===== src/rtl/axi_pkg.sv =====
// rtl/axi_pkg.sv - shared AXI encodings and stride-engine FSM states
package axi_pkg;

    typedef enum logic [1:0] {
        ST_IDLE  = 2'd0,
        ST_ISSUE = 2'd1,
        ST_DRAIN = 2'd2
    } eng_state_t;

    localparam logic [1:0] RESP_OKAY   = 2'b00;
    localparam logic [1:0] RESP_EXOKAY = 2'b01;
    localparam logic [1:0] RESP_SLVERR = 2'b10;
    localparam logic [1:0] RESP_DECERR = 2'b11;

    localparam logic [1:0] BURST_FIXED = 2'b00;
    localparam logic [1:0] BURST_INCR  = 2'b01;
    localparam logic [1:0] BURST_WRAP  = 2'b10;

endpackage


===== src/rtl/axi_rd_rbuf.sv =====
// rtl/axi_rd_rbuf.sv - synchronous response FIFO with full/empty flags
module axi_rd_rbuf #(
    parameter int WIDTH = 8,
    parameter int DEPTH = 4
) (
    input  logic             clk,
    input  logic             rst_n,
    input  logic             i_push,
    input  logic [WIDTH-1:0] i_wdata,
    input  logic             i_pop,
    output logic [WIDTH-1:0] o_rdata,
    output logic             o_full,
    output logic             o_empty
);
    localparam int AW = (DEPTH > 1) ? $clog2(DEPTH) : 1;
    localparam int CW = $clog2(DEPTH + 1);

    logic [WIDTH-1:0] r_mem [DEPTH];
    logic [AW-1:0]    r_wptr;
    logic [AW-1:0]    r_rptr;
    logic [CW-1:0]    r_cnt;
    logic             w_do_pop;
    logic             w_do_push;

    assign o_full    = (r_cnt == CW'(DEPTH));
    assign o_empty   = (r_cnt == '0);
    assign o_rdata   = r_mem[r_rptr];
    // A pop in the same cycle frees a slot, so a push is legal even when full.
    assign w_do_pop  = i_pop & ~o_empty;
    assign w_do_push = i_push & (~o_full | w_do_pop);

    // Storage array; contents are don't-care until written, so no reset.
    always_ff @(posedge clk) begin
        if (w_do_push) r_mem[r_wptr] <= i_wdata;
    end

    // Pointer and occupancy bookkeeping.
    always_ff @(posedge clk or negedge rst_n) begin
        if (!rst_n) begin
            r_wptr <= '0;
            r_rptr <= '0;
            r_cnt  <= '0;
        end else begin
            if (w_do_push) r_wptr <= (r_wptr == AW'(DEPTH - 1)) ? '0 : r_wptr + AW'(1);
            if (w_do_pop)  r_rptr <= (r_rptr == AW'(DEPTH - 1)) ? '0 : r_rptr + AW'(1);
            if (w_do_push && !w_do_pop)      r_cnt <= r_cnt + CW'(1);
            else if (!w_do_push && w_do_pop) r_cnt <= r_cnt - CW'(1);
        end
    end
endmodule


===== src/rtl/axi_rd_stride_eng.sv =====
// rtl/axi_rd_stride_eng.sv - strided AXI read burst issuer with buffered responses
module axi_rd_stride_eng
    import axi_pkg::*;
#(
    parameter int ID_W       = 4,
    parameter int ADDR_W     = 10,
    parameter int DATA_W     = 64,
    parameter int MAX_OUTST  = 4,
    parameter int RBUF_DEPTH = 4,
    parameter int NUM_W      = 8,
    parameter int STR_W      = 10
) (
    input  logic              clk,
    input  logic              rst_n,
    input  logic              cmd_vld,
    output logic              cmd_rdy,
    input  logic [ADDR_W-1:0] cmd_addr,
    input  logic [7:0]        cmd_len,
    input  logic [2:0]        cmd_size,
    input  logic [1:0]        cmd_burst,
    input  logic [STR_W-1:0]  cmd_stride,
    input  logic [NUM_W-1:0]  cmd_num,
    output logic [ID_W-1:0]   ARID,
    output logic [ADDR_W-1:0] ARADDR,
    output logic [7:0]        ARLEN,
    output logic [2:0]        ARSIZE,
    output logic [1:0]        ARBURST,
    output logic [3:0]        ARREGION,
    output logic              ARVALID,
    input  logic              ARREADY,
    input  logic [ID_W-1:0]   RID,
    input  logic [DATA_W-1:0] RDATA,
    input  logic [1:0]        RRESP,
    input  logic              RLAST,
    input  logic              RVALID,
    output logic              RREADY,
    output logic [ID_W-1:0]   rsp_id,
    output logic [DATA_W-1:0] rsp_data,
    output logic [1:0]        rsp_resp,
    output logic              rsp_last,
    output logic              rsp_vld,
    input  logic              rsp_rdy,
    output logic              done,
    output logic              err
);
    localparam int OW = $clog2(MAX_OUTST + 1);
    localparam int BW = ID_W + DATA_W + 3;

    eng_state_t        r_state;
    logic [7:0]        r_len;
    logic [2:0]        r_size;
    logic [1:0]        r_burst;
    logic [STR_W-1:0]  r_stride;
    logic [NUM_W-1:0]  r_num;
    logic [NUM_W-1:0]  r_issued;
    logic [ADDR_W-1:0] r_araddr;
    logic [ID_W-1:0]   r_arid;
    logic [OW-1:0]     r_outst;
    logic              r_done;
    logic              r_err;

    logic              w_accept;
    logic              w_arvalid;
    logic              w_ar_hs;
    logic              w_r_hs;
    logic              w_rlast_hs;
    logic              w_full;
    logic              w_empty;
    logic [BW-1:0]     w_head;

    assign w_accept   = cmd_vld & (r_state == ST_IDLE);
    assign w_arvalid  = (r_state == ST_ISSUE) && (r_outst < OW'(MAX_OUTST));
    assign w_ar_hs    = w_arvalid & ARREADY;
    assign w_r_hs     = RVALID & ~w_full;
    assign w_rlast_hs = w_r_hs & RLAST;

    assign cmd_rdy  = (r_state == ST_IDLE);
    assign ARVALID  = w_arvalid;
    assign ARID     = r_arid;
    assign ARADDR   = r_araddr;
    assign ARLEN    = r_len;
    assign ARSIZE   = r_size;
    assign ARBURST  = r_burst;
    assign ARREGION = 4'd0;
    assign RREADY   = ~w_full;
    assign rsp_vld  = ~w_empty;
    assign {rsp_id, rsp_data, rsp_resp, rsp_last} = w_head;
    assign done     = r_done;
    assign err      = r_err;

    // Command sequencing: accept, issue strided bursts, wait for all data to leave.
    always_ff @(posedge clk or negedge rst_n) begin
        if (!rst_n) begin
            r_state  <= ST_IDLE;
            r_len    <= '0;
            r_size   <= '0;
            r_burst  <= '0;
            r_stride <= '0;
            r_num    <= '0;
            r_issued <= '0;
            r_araddr <= '0;
            r_arid   <= '0;
            r_done   <= 1'b0;
        end else begin
            r_done <= 1'b0;
            case (r_state)
                ST_IDLE: begin
                    if (cmd_vld) begin
                        r_len    <= cmd_len;
                        r_size   <= cmd_size;
                        r_burst  <= cmd_burst;
                        r_stride <= cmd_stride;
                        r_num    <= cmd_num;
                        r_araddr <= cmd_addr;
                        r_issued <= '0;
                        if (cmd_num == '0) r_done  <= 1'b1;
                        else               r_state <= ST_ISSUE;
                    end
                end
                ST_ISSUE: begin
                    if (w_ar_hs) begin
                        r_araddr <= r_araddr + ADDR_W'(r_stride);
                        r_arid   <= r_arid + ID_W'(1);
                        r_issued <= r_issued + NUM_W'(1);
                        if (r_issued + NUM_W'(1) == r_num) r_state <= ST_DRAIN;
                    end
                end
                ST_DRAIN: begin
                    if (r_outst == '0 && w_empty) begin
                        r_done  <= 1'b1;
                        r_state <= ST_IDLE;
                    end
                end
                default: r_state <= ST_IDLE;
            endcase
        end
    end

    // Outstanding-burst count; stray RLASTs with nothing outstanding are ignored.
    always_ff @(posedge clk or negedge rst_n) begin
        if (!rst_n) begin
            r_outst <= '0;
        end else if (w_ar_hs && !w_rlast_hs) begin
            r_outst <= r_outst + OW'(1);
        end else if (!w_ar_hs && w_rlast_hs && r_outst != '0) begin
            r_outst <= r_outst - OW'(1);
        end
    end

    // Sticky error flag, cleared by a new command and set by any non-OKAY beat.
    always_ff @(posedge clk or negedge rst_n) begin
        if (!rst_n) begin
            r_err <= 1'b0;
        end else if (w_r_hs && RRESP != RESP_OKAY) begin
            r_err <= 1'b1;
        end else if (w_accept) begin
            r_err <= 1'b0;
        end
    end

    axi_rd_rbuf #(
        .WIDTH (BW),
        .DEPTH (RBUF_DEPTH)
    ) u_rbuf (
        .clk     (clk),
        .rst_n   (rst_n),
        .i_push  (w_r_hs),
        .i_wdata ({RID, RDATA, RRESP, RLAST}),
        .i_pop   (rsp_rdy),
        .o_rdata (w_head),
        .o_full  (w_full),
        .o_empty (w_empty)
    );
endmodule


===== config.mk =====
export PLATFORM = sky130hd
export DESIGN_NAME = axi_rd_stride_eng
export DESIGN_NICKNAME = d
export VERILOG_FILES = /design/src/rtl/axi_pkg.sv /design/src/rtl/axi_rd_rbuf.sv /design/src/rtl/axi_rd_stride_eng.sv
export SDC_FILE = /design/constraint.sdc
export NUM_CORES = 1
export LEC_CHECK = 0
export ABC_CLOCK_PERIOD_IN_PS = 3000
export CORE_UTILIZATION = 25
export DETAILED_ROUTE_END_ITERATION = 12
export GPL_TIMING_DRIVEN = 0
export SLEW_MARGIN = 0
export SYNTH_ARGS = -nofsm -noshare
export SYNTH_HDL_FRONTEND = slang
export SYNTH_SLANG_ARGS = --single-unit

===== constraint.sdc =====
create_clock -name clk -period 3 [get_ports clk]
set_input_delay 0.6 -clock clk [delete_from_list [all_inputs] [get_ports clk]]
set_output_delay 0.6 -clock clk [all_outputs]
set_load 0.05 [all_outputs]

== Word-level counts from Yosys, hierarchy flattened ==
Memories as Yosys holds them, arrays and structs flattened.
Cells that the tools add are included.
Operators by class
  eq/ne operators: 11
  bitwise logic cells: 9
  muxes and demuxes: 26
  $add $sub $neg: 9
  reductions and logical operators: 26
  $lt $le $gt $ge: 1
Operators with widths (number)
  $mux 10: 2
  $pmux 10 s2: 1
  $mux 8: 2
  $pmux 8 s2: 1
  $mux 2: 7
  $mux 3: 4
  $add 10x10->10: 1
  $reduce_bool 2->1: 5
  $add 8x1->8 const B: 1
  $eq 8x8->1: 1
  $logic_and 1x1->1: 8
  $logic_not 8->1: 1
  $ne 2x2->1 const B: 4
  $mux 1: 7
  $add 3x1->3 const B: 2
  $and 1x1->1: 6
  $eq 2x2->1 const B: 3
  $logic_not 3->1: 2
  $pmux 2 s3: 1
  $sub 3x1->3 const B: 2
  $reduce_and 5->1: 1
  $add 2x1->2 const B: 2
  $add 4x1->4 const B: 1
  $logic_not 1->1: 4
  11 further kinds: 13
Word-level totals
  word-level logic and storage cells: 98
  output and inout bits: 108
  bits of input ports: 118
  register bits after elaboration: 67
  memories: 1
  RAM bits: 284
Memory list
  u_rbuf.r_mem: depth 4, bits a word 71, rd ports 1, clocked after memory_dff 0, wr ports 1, line axi_rd_rbuf.sv:18  | logic [WIDTH-1:0] r_mem [DEPTH];

== Longest topological paths before layout ==
  depth in word-level cells: 9
  depth in mapped cells: 10
  mapped depth without buffers: 9

== Cells and area by module ==
A second synthesis with hierarchy kept.
Unflattened totals
  cell total of the unflattened synthesis: 764
  area total of the unflattened synthesis: 13908.3 um^2
By module, submodules not included
  axi_rd_rbuf: instances 1, area an instance 10735.3 um^2, sequential area each 8703.3 um^2, cells each 408
  axi_rd_stride_eng: instances 1, area an instance 3173.0 um^2, sequential area each 1501.4 um^2, cells each 356

== Least setup slack after synthesis ==
OpenSTA, ideal clock, no wires.
  path type: register to register
  from: register u_rbuf.r_cnt[0]
  to: memory u_rbuf.r_mem[0][0] (netlist name) (enable)
  cell stages (with the launch flop): 4
  arrival: 2.665 ns
  path buffers: 0
  clock period less this slack: 3.102 ns
  data required time: 2.563 ns
  path slack: -0.102 ns
  setup time: 0.437 ns
  cell sequence: dfrtp_1 nor2_1 nand2_1 and3_1
Between the ends
  elaborated cells on any way between the ends: 10
  those cells by class: 1 x eq/ne; 2 x mux; 6 x bitwise; 1 x reduce/logical
RTL lines
  from (decl): line axi_rd_rbuf.sv:21  | logic [CW-1:0] r_cnt;
  from (signal assigned): line axi_rd_rbuf.sv:46  | if (w_do_push && !w_do_pop) r_cnt <= r_cnt + CW'(1);
  from (signal assigned): line axi_rd_rbuf.sv:47  | else if (!w_do_push && w_do_pop) r_cnt <= r_cnt - CW'(1);
  $eq 3x3->1 *: line axi_rd_rbuf.sv:25  | assign o_full = (r_cnt == CW'(DEPTH));
  $not 1->1 *
  via RREADY: line axi_rd_stride_eng.sv:36  | output logic RREADY,
  $and 1x1->1 or $or 1x1->1 (tied branches): line axi_rd_stride_eng.sv:74, axi_rd_rbuf.sv:30
  $and 1x1->1 *: line axi_rd_rbuf.sv:30  | assign w_do_push = i_push & (~o_full | w_do_pop);
  $mux 1 *: line axi_rd_rbuf.sv:34  | if (w_do_push) r_mem[r_wptr] <= i_wdata;
  $mux 1 (implied by the code) *: line axi_rd_rbuf.sv:34
  to (decl): line axi_rd_rbuf.sv:18
The timed path passes the listed nets; every way through them passes the cells marked *.

== Final worst setup path ==
  from: register u_rbuf.r_rptr[0]
  to: output port rsp_data[36]
Between the ends
  cells in the longest elaborated chain, start to end: 1
RTL lines
  from (decl): line axi_rd_rbuf.sv:20  | logic [AW-1:0] r_rptr;
  from (signal assigned): line axi_rd_rbuf.sv:45  | if (w_do_pop) r_rptr <= (r_rptr == AW'(DEPTH - 1)) ? '0 : r_rptr + AW'(1);
  $mem_v2 4x71
  to (decl): line axi_rd_stride_eng.sv:38  | output logic [DATA_W-1:0] rsp_data,
Every way passes these cells.

==> out/results.ini <==
[run_status]
status = complete, no violations

[final_layout]
area_growth_syn_to_layout_pct = 33.8
n_antenna_cell = 0
layout-drive-gt1-share = 0.220
num-fill-cells = 5191
finalNetCount = 1179
fin_area_sq_um = 18400

[detailed_routing]
post_drt_via_cell_ratio = 4.32
via_count = 7642
wire_per_inst_microns = 17.9
drt_iter0_markers = 289
first_pass_iters = 4
ant_nets = 0
drc_errors = 0
routed_wl_mm = 31.6

[synthesis]
syn_area_per_cell_sq_um = 17.8
synth_top_area_cell = edfxtp_1
synth_edf_count = 284
yosysUniqueCellTypes = 44
yosysTopAreaCellShare = 0.621
synth_commonest_cells = edfxtp_1, nand2_1, mux4_2, dfrtp_1, o21ai_0
yosysSeqAreaShare = 0.743
yosys_warnings = 0
ys.flop_type = edfxtp_1
yosysMostFrequentCell = edfxtp_1
syn_area_sq_um = 13700
synth_area_leaders = edfxtp_1, dfrtp_1, mux4_2
synthArstFlopShare = 0.191
synth_cells = 771
ys_seq_elements = 351

[clock_network]
clk_pin_slew_ns = 0.06
clockBufferDepth = 3
post-cts-setup-buffers = 0
tritoncts = yes
hold_buffers = 0
clock-root-buffer = clkbuf_16
cts_made_buffers = 40
ctsResizeCount = 227
clock-sinks = 351
htreeDepth = 2
clock_latency_ns = 0.56

[timing]
rsz0062_at_grt = yes
timing.fmax_mhz = 344
period_minus_slack_ns = 2.91
hold_viol = 0
finalSetupViolations = 0
setup_ws_ns = 0.0935
period_share = 0.969
tightest_slew_ns = 0.890
drv_slew = 0
fin_tns_setup_ns = 0
skew_ns = 0.0142
slew_headroom = 0.406

[worst_setup_path]
rr_endpoint = r_outst[2]
required_ns = 2.40
critPathArrivalTime_ns = 2.31
timing.rr.start = r_outst[2]
worst-r2r-setup-slack_ns = 0.31
endpoint_kind = primary output
start_kind = flip-flop
reg2reg_depth = 9
crit_path_max_fanout = 10
crit_type = reg -> out

[hold_path]
hp-class = in -> async

[placed_design]
port-buffer-count = 221
place.gp.congestion = 0.786
dpl.hpwl_mm = 20.4
placedInstanceArea_sq_um = 17000
preCtsSetupSlack_ns = -0.544

[global_route]
gr-total-overflow = 0
grt_pass1_vias = 8105
grt_first_pass_wirelength_mm = 47.8
grt_max_degree = 68
track_usage = 0.113
antenna_found_initial = 1

[power]
seqPwrFrac = 0.334
pwr-share-comb = 0.430
pwr-share-clk = 0.236
irDropWorstVdd_uv = 504
power_density_nw_per_um2 = 1140
power.internal_uw = 12600
leakage_uw = 0.00651
power.switching_uw = 8260
power.share.switching = 0.395

[floorplanning]
die_area_sq_um = 55900
io_pins = 226
core_sq_um = 54000
die_w_microns = 236
dieHeight_microns = 236
initial_core_util = 0.254
fp-row-count = 85

[flow_run]
maxCapViolCount = 0

[layer usage]
layer  up-vias  global-route usage  share of wire
li1       3518                   -              -
met1      3833               0.141           0.43
met2       238               0.183           0.46
met3        51              0.0389          0.077
met4         2              0.0384          0.024
met5         -                   0        0.00038
[sequential cells by signal (all words and copies together), names as in the netlist, 4 cells and up]
name,count
ARADDR,10
ARID,4
ARLEN,8
r_issued,8
r_num,8
r_stride,10
u_rbuf.r_mem,284
[kinds of logic after synthesis]
kind of cell    Yosys count  synth area share
simple gates            197            0.0611
compound gates           64            0.0279
xor+xnor                 24            0.0153
flops                   351             0.743
fa+ha+maj                20            0.0199
other cells               1          0.000273
mux                      76             0.120
buf+inv                  38            0.0122
[worst max-delay path by stage]
stage,from,endpoint,slack [ns],cells after the start
floorplan,u_rbuf.r_cnt[0],r_outst[2],0.59,10
global placement,rst_n,ARLEN[1],-1.09,1
detailed placement,u_rbuf.r_rptr[1],rsp_resp[0],-0.54,4
CTS,u_rbuf.r_rptr[0],rsp_data[63],-0.07,4
global route,u_rbuf.r_rptr[0],rsp_data[36],-0.01,4
finish,u_rbuf.r_rptr[0],rsp_data[36],0.09,4
[power by group through the flow]
stage	Sequential [uW]	Clock [uW]	Combinational [uW]
2_1_floorplan	7530	0	5710
3_3_place_gp	7080	0	9170
3_5_place_dp	7080	0	9320
4_1_cts	6990	5120	9180
5_1_grt	7080	5280	9630
6_report	6970	4940	8990
[cell usage in the layout (no fill, tap or decap), drive strengths merged, types with 13 or more instances in the layout]
master	n
mux4	71
clkdlybuf4s15	59
a21oi	17
clkdlybuf4s50	148
ha	17
clkbuf	76
o21ai	24
edfxtp	284
buf	23
nor2	19
dfrtp	67
xnor2	14
clkinv	13
nand2	134
[final cells by class]
type / instances / area, sq um / area share
plain buffers: 33 / 218 / 0.0118
clock buffers: 50 / 1060 / 0.0577
clock inverters: 22 / 275 / 0.0150
inverters: 5 / 18.8 / 0.00102
multi-input cells: 385 / 3390 / 0.185
flip-flops and latches: 351 / 10200 / 0.555
well taps: 696 / 871 / 0.0474
repair buffers: 225 / 2340 / 0.127
[critical path: stages (launching register included)]
cell and delay (ns):
dfrtp_1 0.36, clkbuf_8 0.22, buf_4 0.26, mux4_2 0.54
clkdlybuf4s15_2 0.35
[per-stage QoR]
| stage | total power (uW) | hold WS, ns | utilization | std cells |
|---|---|---|---|---|
| 2_1_floorplan | 13200 | 0.304 | - | 774 |
| 3_3_place_gp | 16200 | 0.463 | 0.312 | 1691 |
| 3_5_place_dp | 16400 | 0.460 | 0.314 | 1695 |
| 4_1_cts | 21300 | 0.157 | 0.341 | 1767 |
| 5_1_grt | 22000 | 0.228 | 0.340 | 1767 |
| 6_report | 20900 | 0.151 | 0.340 | 1767 |
(Power assumes the default switching activity.)
